## config.mk

```make
export PLATFORM = sky130hd
export DESIGN_NAME = timer_counter
export DESIGN_NICKNAME = d
export VERILOG_FILES = /design/src/rtl/timer_counter_pkg.sv /design/src/rtl/timer_counter.sv
export SDC_FILE = /design/constraint.sdc
export NUM_CORES = 1
export LEC_CHECK = 0
export ABC_AREA = 1
export BUFFER_PORTS_ARGS = -buffer_cell sky130_fd_sc_hd__buf_2
export CAP_MARGIN = 25
export CORE_MARGIN = 1
export CORE_UTILIZATION = 50
export DETAILED_ROUTE_END_ITERATION = 10
export PLACE_DENSITY_LB_ADDON = 0.08
export SYNTH_ARGS = -nofsm -noshare
export SYNTH_HDL_FRONTEND = slang
export SYNTH_SLANG_ARGS = --single-unit
```

## constraint.sdc

```tcl
create_clock -name clk -period 1.8 [get_ports clk]
set_clock_uncertainty 0.15 [all_clocks]
set_input_delay 0.18 -clock clk [delete_from_list [all_inputs] [get_ports clk]]
set_output_delay 0.18 -clock clk [all_outputs]
set_load 0.02 [all_outputs]
```

## src/rtl/timer_counter_pkg.sv

```systemverilog
// Shared definitions for the memory-mapped countdown timer.
// The byte-lane merge helper is also used by the data-memory bridge.
package timer_counter_pkg;

  localparam int unsigned DATA_W = 32;
  localparam int unsigned CTRL_W = 4;

  localparam logic [3:0] OFF_CTRL   = 4'h0;
  localparam logic [3:0] OFF_PRESET = 4'h4;
  localparam logic [3:0] OFF_COUNT  = 4'h8;

  localparam int unsigned CTRL_EN      = 0;
  localparam int unsigned CTRL_MODE_LO = 1;
  localparam int unsigned CTRL_MODE_HI = 2;
  localparam int unsigned CTRL_IM      = 3;

  localparam logic [1:0] MODE_ONESHOT = 2'b00;
  localparam logic [1:0] MODE_RELOAD  = 2'b01;

  typedef enum logic [1:0] {
    ST_IDLE = 2'd0,
    ST_LOAD = 2'd1,
    ST_CNT  = 2'd2,
    ST_INT  = 2'd3
  } tmr_state_e;

  // Lane i takes new data where its byte enable is set, else keeps the old byte.
  function automatic logic [DATA_W-1:0] merge_bytes(
    input logic [DATA_W-1:0] old_val,
    input logic [DATA_W-1:0] new_val,
    input logic [3:0]        be
  );
    logic [DATA_W-1:0] res;
    res = old_val;
    for (int i = 0; i < 4; i++) begin
      if (be[i]) res[8*i +: 8] = new_val[8*i +: 8];
    end
    return res;
  endfunction

endpackage

```

## src/rtl/timer_counter.sv

```systemverilog
// Programmable countdown timer on the M-stage data bus: CTRL/PRESET/COUNT
// registers, combinational read mux and a one-shot / auto-reload FSM.
module timer_counter
  import timer_counter_pkg::*;
#(
  parameter logic [31:0] BASE = 32'h0000_7F00
) (
  input  logic        clk,
  input  logic        reset,
  input  logic [31:0] addr,
  input  logic [3:0]  byteen,
  input  logic [31:0] wdata,
  output logic [31:0] rdata,
  output logic        irq
);

  tmr_state_e        state_q, state_d;
  logic [CTRL_W-1:0] ctrl_q, ctrl_d;
  logic [DATA_W-1:0] preset_q, preset_d;
  logic [DATA_W-1:0] count_q, count_d;
  logic              pending_q, pending_d;
  logic              irq_q;

  logic              hit_c;
  logic              ctrl_wr_c;
  logic              preset_wr_c;
  logic [CTRL_W-1:0] ctrl_new_c;
  logic              en_eff_c;
  logic [1:0]        mode_eff_c;
  logic              fsm_clr_en_c;
  logic              unused_addr_c;

  assign unused_addr_c = ^addr[1:0];

  // Address decode; the fourth word of the window is unmapped.
  assign hit_c       = (addr[31:4] == BASE[31:4]) && (addr[3:2] != 2'b11);
  assign ctrl_wr_c   = hit_c && (|byteen) && (addr[3:2] == OFF_CTRL[3:2]);
  assign preset_wr_c = hit_c && (|byteen) && (addr[3:2] == OFF_PRESET[3:2]);
  assign ctrl_new_c  = CTRL_W'(merge_bytes({28'd0, ctrl_q}, wdata, byteen));

  // A same-cycle CTRL write decides EN for this edge's transition.
  assign en_eff_c   = ctrl_wr_c ? ctrl_new_c[CTRL_EN] : ctrl_q[CTRL_EN];
  assign mode_eff_c = (ctrl_q[CTRL_MODE_HI:CTRL_MODE_LO] == MODE_RELOAD) ?
                      MODE_RELOAD : MODE_ONESHOT;

  always_ff @(posedge clk) begin
    if (!reset) begin
      state_q   <= ST_IDLE;
      ctrl_q    <= '0;
      preset_q  <= '0;
      count_q   <= '0;
      pending_q <= 1'b0;
      irq_q     <= 1'b0;
    end else begin
      state_q   <= state_d;
      ctrl_q    <= ctrl_d;
      preset_q  <= preset_d;
      count_q   <= count_d;
      pending_q <= pending_d;
      irq_q     <= pending_d & ctrl_d[CTRL_IM];
    end
  end

  always_comb begin
    state_d      = state_q;
    count_d      = count_q;
    pending_d    = pending_q;
    fsm_clr_en_c = 1'b0;
    ctrl_d       = ctrl_wr_c ? ctrl_new_c : ctrl_q;
    preset_d     = preset_wr_c ? merge_bytes(preset_q, wdata, byteen) : preset_q;

    if (ctrl_wr_c) pending_d = 1'b0;

    case (state_q)
      ST_IDLE: begin
        if (en_eff_c) state_d = ST_LOAD;
      end
      ST_LOAD: begin
        if (!en_eff_c) begin
          state_d = ST_IDLE;
        end else begin
          count_d = preset_q;
          state_d = ST_CNT;
        end
      end
      ST_CNT: begin
        if (!en_eff_c) begin
          state_d = ST_IDLE;
        end else if (count_q > 32'd1) begin
          count_d = count_q - 32'd1;
        end else begin
          count_d   = '0;
          pending_d = 1'b1;
          state_d   = ST_INT;
        end
      end
      ST_INT: begin
        if (mode_eff_c == MODE_RELOAD) begin
          pending_d = 1'b0;
          state_d   = en_eff_c ? ST_LOAD : ST_IDLE;
        end else begin
          fsm_clr_en_c = 1'b1;
          state_d      = ST_IDLE;
        end
      end
      default: state_d = ST_IDLE;
    endcase

    // The CPU write wins over the FSM clearing EN.
    if (fsm_clr_en_c && !ctrl_wr_c) ctrl_d[CTRL_EN] = 1'b0;
  end

  always_comb begin
    rdata = '0;
    if (hit_c) begin
      case (addr[3:2])
        OFF_CTRL[3:2]:   rdata = {28'd0, ctrl_q};
        OFF_PRESET[3:2]: rdata = preset_q;
        OFF_COUNT[3:2]:  rdata = count_q;
        default:         rdata = '0;
      endcase
    end
  end

  assign irq = irq_q;

endmodule

```

Yosys cells after proc, flatten, opt, wreduce, memory -nomap -nowiden --
Cells that the tools add are included.
Cells by class: add/subtract/negate cells 1, magnitude comparators 1, equal/unequal tests 13, muxes and demuxes 24, bitwise logic cells 2, reduce and logical (&&, ||, !) cells 18
Operators by type and width (count):
- 32-bit 2-to-1 mux | 4
- 32-bit case mux with 3 select lines | 1
- 32-bit case mux with 2 select lines | 1
- 32-bit by 1-bit > comparator with 1-bit output, second input constant | 1
- 32-bit by 1-bit subtractor with 32-bit output, second input constant | 1
- 28-bit by 11-bit == test with 1-bit output, second input constant | 1
- 2-bit AND reduction | 6
- 1-bit 2-to-1 mux | 10
- 2-bit 2-to-1 mux | 4
- 4-bit 2-to-1 mux | 2
- 2-bit inequality test, second input constant | 4
- 2-bit case mux with 4 select lines | 1
- 2-bit by 1-bit == test with 1-bit output, second input constant | 3
- 2-bit == test, second input constant | 3
- 1-bit logical AND | 5
- 2-bit logical NOT | 2
- 4-bit OR reduction | 1
- 3-bit inequality test, second input constant | 1
- 3-bit AND reduction | 1
- 1-bit case mux with 2 select lines | 1
- 2-bit nonzero test | 1
- 2-bit OR reduction | 1
- 1-bit bitwise AND | 1
- 1-bit == test, second input constant | 1
- 2 further kinds | 2
Storage, ports and cells: register bits after elaboration 72, bits of input ports 70, output and inout bits 33, word-level logic and storage cells 70

Longest topological paths before layout --
depth in word-level cells 9, gate-level depth with buffers 13, depth with buffers taken out 13

Least setup slack after synthesis --
Ideal clock, no wire load.
path kind register to register, start reg count_q[0], end reg count_q[16], library setup time 0.064 ns, arrival 1.643 ns, required time 1.586 ns, setup slack -0.057 ns, cell stages (with the launch flop) 13, buffers on the path 1, clock period less this slack 1.857 ns, cells stage by stage dfxtp_1 -> inv_1 -> ha_1 -> nand2_4 -> inv_1 -> nand2_1 -> nand2_1 -> nand2_2 -> nand2_4 -> buf_2 -> o21ai_0 -> nor2_2 -> nor2_1
On the way: word-level cells in the longest chain between the ends 4, elaborated cells on any way between the ends 5, those cells by class add/sub: 1; order compare: 1; mux: 3
Ends and longest elaborated chain:
- start: declaration | line timer_counter.sv:20 | logic [DATA_W-1:0] count_q, count_d;
- start signal: assignment | line timer_counter.sv:58 | count_q <= count_d;
- 32-bit by 1-bit subtractor with 32-bit output / 32-bit by 1-bit > comparator with 1-bit output (equally long branches) | line timer_counter.sv:90, timer_counter.sv:89
- 32-bit 2-to-1 mux (*) | line timer_counter.sv:89 | end else if (count_q > 32'd1) begin
- 32-bit 2-to-1 mux (*) | line timer_counter.sv:87 | if (!en_eff_c) begin
- 32-bit case mux with 2 select lines (*) | line timer_counter.sv:74 | case (state_q)
Every way passes the cells marked *; elsewhere a longest branch is shown, timed or not. The select of a mux whose other input is x is not followed. A chain may end at the register's enable or synchronous reset.

Worst setup path after layout --
start reg count_q[0], end reg count_q[18]
The elaborated chain is that of the path after synthesis.

==> impl_metrics.env <==
export IMPL_yosysSeqAreaShare_pct=28.9
export IMPL_p_sw_share_pct=24.8
export IMPL_worstMarginPinSlew_ns=0.392
export IMPL_yosysWarnings=0
export IMPL_dp_final_hpwl_um=11400
export IMPL_critPathBufInv=2
export IMPL_cp_end_kind="register"
export IMPL_dp_cells=1161
export IMPL_portBuffers=100
export IMPL_crit_path_start_kind="register"
export IMPL_reg2reg_setup_slack_ns=-0.06
export IMPL_vias_per_cell=5.12
export IMPL_critical_path_top_delay_family="simple AND/OR/NAND/NOR gates"
export IMPL_path_max_fanout=6
export IMPL_leakagePower_nw=3.84
export IMPL_ios=103
export IMPL_core_mm2=0.00973
export IMPL_grt_overflow_total=0
export IMPL_clk_latency_ns=0.36
export IMPL_cts_buffer_depth=2
export IMPL_dieArea_mm2=0.0104
export IMPL_power_density_mw_per_mm2=460
export IMPL_syn_num_nets=950
export IMPL_internal_power_mw=2.55
export IMPL_hold_viol=0
export IMPL_grt_antenna_before_repair=0
export IMPL_num_antenna_cells=0
export IMPL_vias=6271
export IMPL_setup_ws_ns=-0.0635
export IMPL_maxSlewHeadroom_pct=73.7
export IMPL_nets=1159
export IMPL_fin_crit_sh_pct=104
export IMPL_drt_wl_total_um=17000
export IMPL_routedWlPerCell_um=13.9
export IMPL_arrival_ns=1.96
export IMPL_slew_violations=0
export IMPL_cts_buffers=9
export IMPL_core_rowCount=36
export IMPL_peakVddDrop_mv=0.495
export IMPL_final_cell_mix="253 x nand2_1, 158 x nor2_1, 93 x buf_2"
export IMPL_synth_cell_types=29
export IMPL_synthCells=878
export IMPL_cp_depth=14
export IMPL_synth_edff_count=0
export IMPL_fillers=764
export IMPL_syn_area_per_cell_um2=5.68
export IMPL_min_period_ns=1.86
export IMPL_cts_tree="done"
export IMPL_path_cells="buf_6, ha_4, nand2_2, nor2_1, nand2_1, nand2_2, nand2_4, buf_12, nand2_8, nor2_4, nor2_2, nand3_1, nand2_1, nor2_2"
export IMPL_drc_errors=0
export IMPL_total_power_mw=3.39
export IMPL_clock_sinks=72
export IMPL_drt_first_pass_iters=5
export IMPL_cpPeakStageDelay_ns=0.38
export IMPL_required_ns=1.90
export IMPL_ys_flop_type="dfxtp_1"
export IMPL_gp_congestion=0.935
export IMPL_areaGrowthSynthToFinish_pct=48.0
export IMPL_ys_ff_latch=72
export IMPL_drt_initial_drc_count=419
export IMPL_seqPwrFrac_pct=46.8
export IMPL_slowest_stage="dfxtp_2"
export IMPL_timing_fmax_ghz=0.537
export IMPL_drv_cap=0
export IMPL_pwr_share_comb_pct=8.6
export IMPL_async_reset_ff_share_pct=0
export IMPL_first_global_vias=5517
export IMPL_clkTransAtPathRegs_ns=0.09
export IMPL_grt_pass1_wl_um=25300
export IMPL_final_common_cell="nand2_1"
export IMPL_dieHeight_um=102
export IMPL_ys_top_cells_by_area="dfxtp_1 29%, nand2_1 20%, nor2_1 15%, inv_1 6.5%, o21ai_0 4.8%"
export IMPL_crit_type="register to register"
export IMPL_rsz0062_at_grt="true"
export IMPL_drive_above_1_share_pct=32.1
export IMPL_violations="setup timing"
export IMPL_holdCritPathClass="input port to register"
export IMPL_synth_area_leader_cell="dfxtp_1"
export IMPL_setup_viol=10
export IMPL_synth_top_area_share_pct=28.9
export IMPL_cts_root_buf="clkbuf_8"
export IMPL_whs_path_depth=4
export IMPL_r2r_cells=14
export IMPL_ant_nets=0
export IMPL_grt_use_total_pct=31.0
export IMPL_die_x_um=102
export IMPL_p_clk_share_pct=44.6
export IMPL_power_switching_mw=0.842
export IMPL_cts_max_level=3
export IMPL_start_util_pct=51.2
export IMPL_grt_max_degree=70
export IMPL_status="finished, violations left"
export IMPL_final_instance_count_excl_fill=1225
export IMPL_synthesis_area_mm2=0.00499
-- repair_timing --
action | CTS | global route
setup endpoints to repair | 35 | 66
pin swaps | 5 | 55
buffers inserted | 5 | 10
hold buffers | 32 | 0
gates cloned | 1 | 0
resized for setup | 25 | 136
endpoints found under the hold margin | 35 | 0
-- worst paths after layout --
path | start | end
worst max-delay path | count_q[0] | count_q[18]
worst min-delay path | byteen[3] | preset_q[25]
worst max register to register | count_q[0] | count_q[18]
worst min register to register | ctrl_q[1] | ctrl_q[1]
-- routing by layer --
metal	wire length (µm)	vias to the layer above	GRT usage, %
li1	-	3145	-
met1	7050	2838	38.7
met2	8420	250	54.6
met3	1080	38	4.79
met4	464	0	10.0
met5	0	-	0
-- synthesized netlist by cell type, types with 2 or more instances --
master / count
a21oi_1: 34
o21ai_1: 10
inv_1: 86
ha_1: 2
nor3_1: 26
buf_2: 7
dfxtp_1: 72
nand2_1: 270
inv_2: 5
nor2_4: 6
xor2_1: 16
nor2_1: 203
nand3_1: 28
nand2_2: 2
nand3_2: 2
nor2_2: 16
nand2_4: 3
clkbuf_1: 18
o21ai_0: 48
buf_6: 3
nand4_1: 10
a31oi_1: 4
-- worst register-to-register path, cell delays in order (launching register included) --
cell	delay, ns
dfxtp_2	0.38
buf_6	0.12
ha_4	0.12
nand2_2	0.05
nor2_1	0.12
nand2_1	0.08
nand2_2	0.08
nand2_4	0.09
buf_12	0.15
nand2_8	0.08
nor2_4	0.05
nor2_2	0.10
nand3_1	0.08
nand2_1	0.08
nor2_2	0.05
-- power groups by stage --
stage               Sequential, mW  Clock, mW  Combinational (mW)
detailed placement            1.63          0               0.231
global placement              1.63          0               0.223
CTS                           1.59       1.52               0.285
global route                  1.59       1.57               0.316
finish                        1.59       1.51               0.291
floorplan                     1.63          0              0.0948
-- area by class of cell --
| type | count | area, µm² | share of cell area, % |
|---|---|---|---|
| multi-input cells | 686 | 3500 | 47.4 |
| repair buffers | 227 | 1670 | 22.7 |
| flip-flops and latches | 72 | 1460 | 19.8 |
| inverters | 91 | 349 | 4.73 |
| well taps | 133 | 166 | 2.26 |
| clock buffers | 10 | 138 | 1.87 |
| clock inverters | 6 | 91.3 | 1.24 |
-- kinds of logic after synthesis --
kind of cell	count (synthesis)	share of synthesized area (%)
simple gates	569	47.9
buf+inv	121	9.81
compound gates	97	9.89
flops	72	28.9
xor+xnor	17	2.99
fa+ha+maj	2	0.502
-- registers in the layout, summed over array words and instances (netlist names) --
| register | flops |
|---|---|
| pending_q | 1 |
| preset_q | 32 |
| count_q | 32 |
| irq | 1 |
| state_q | 2 |
| ctrl_q | 4 |
-- metrics by stage --
stage	utilization [%]	setup slack, ns	setup TNS [ns]	instance area [µm²]	hold WS, ns
floorplan	-	0.0495	0	4990	0.165
global placement	63.6	-0.0573	-1.35	6190	0.251
detailed placement	63.6	-0.147	-2.87	6190	0.258
CTS	70.8	0.00444	0	6890	0.118
global route	75.8	-0.153	-1.93	7380	0.145
finish	75.8	-0.0635	-0.170	7380	0.124
(Power assumes the default switching activity.)
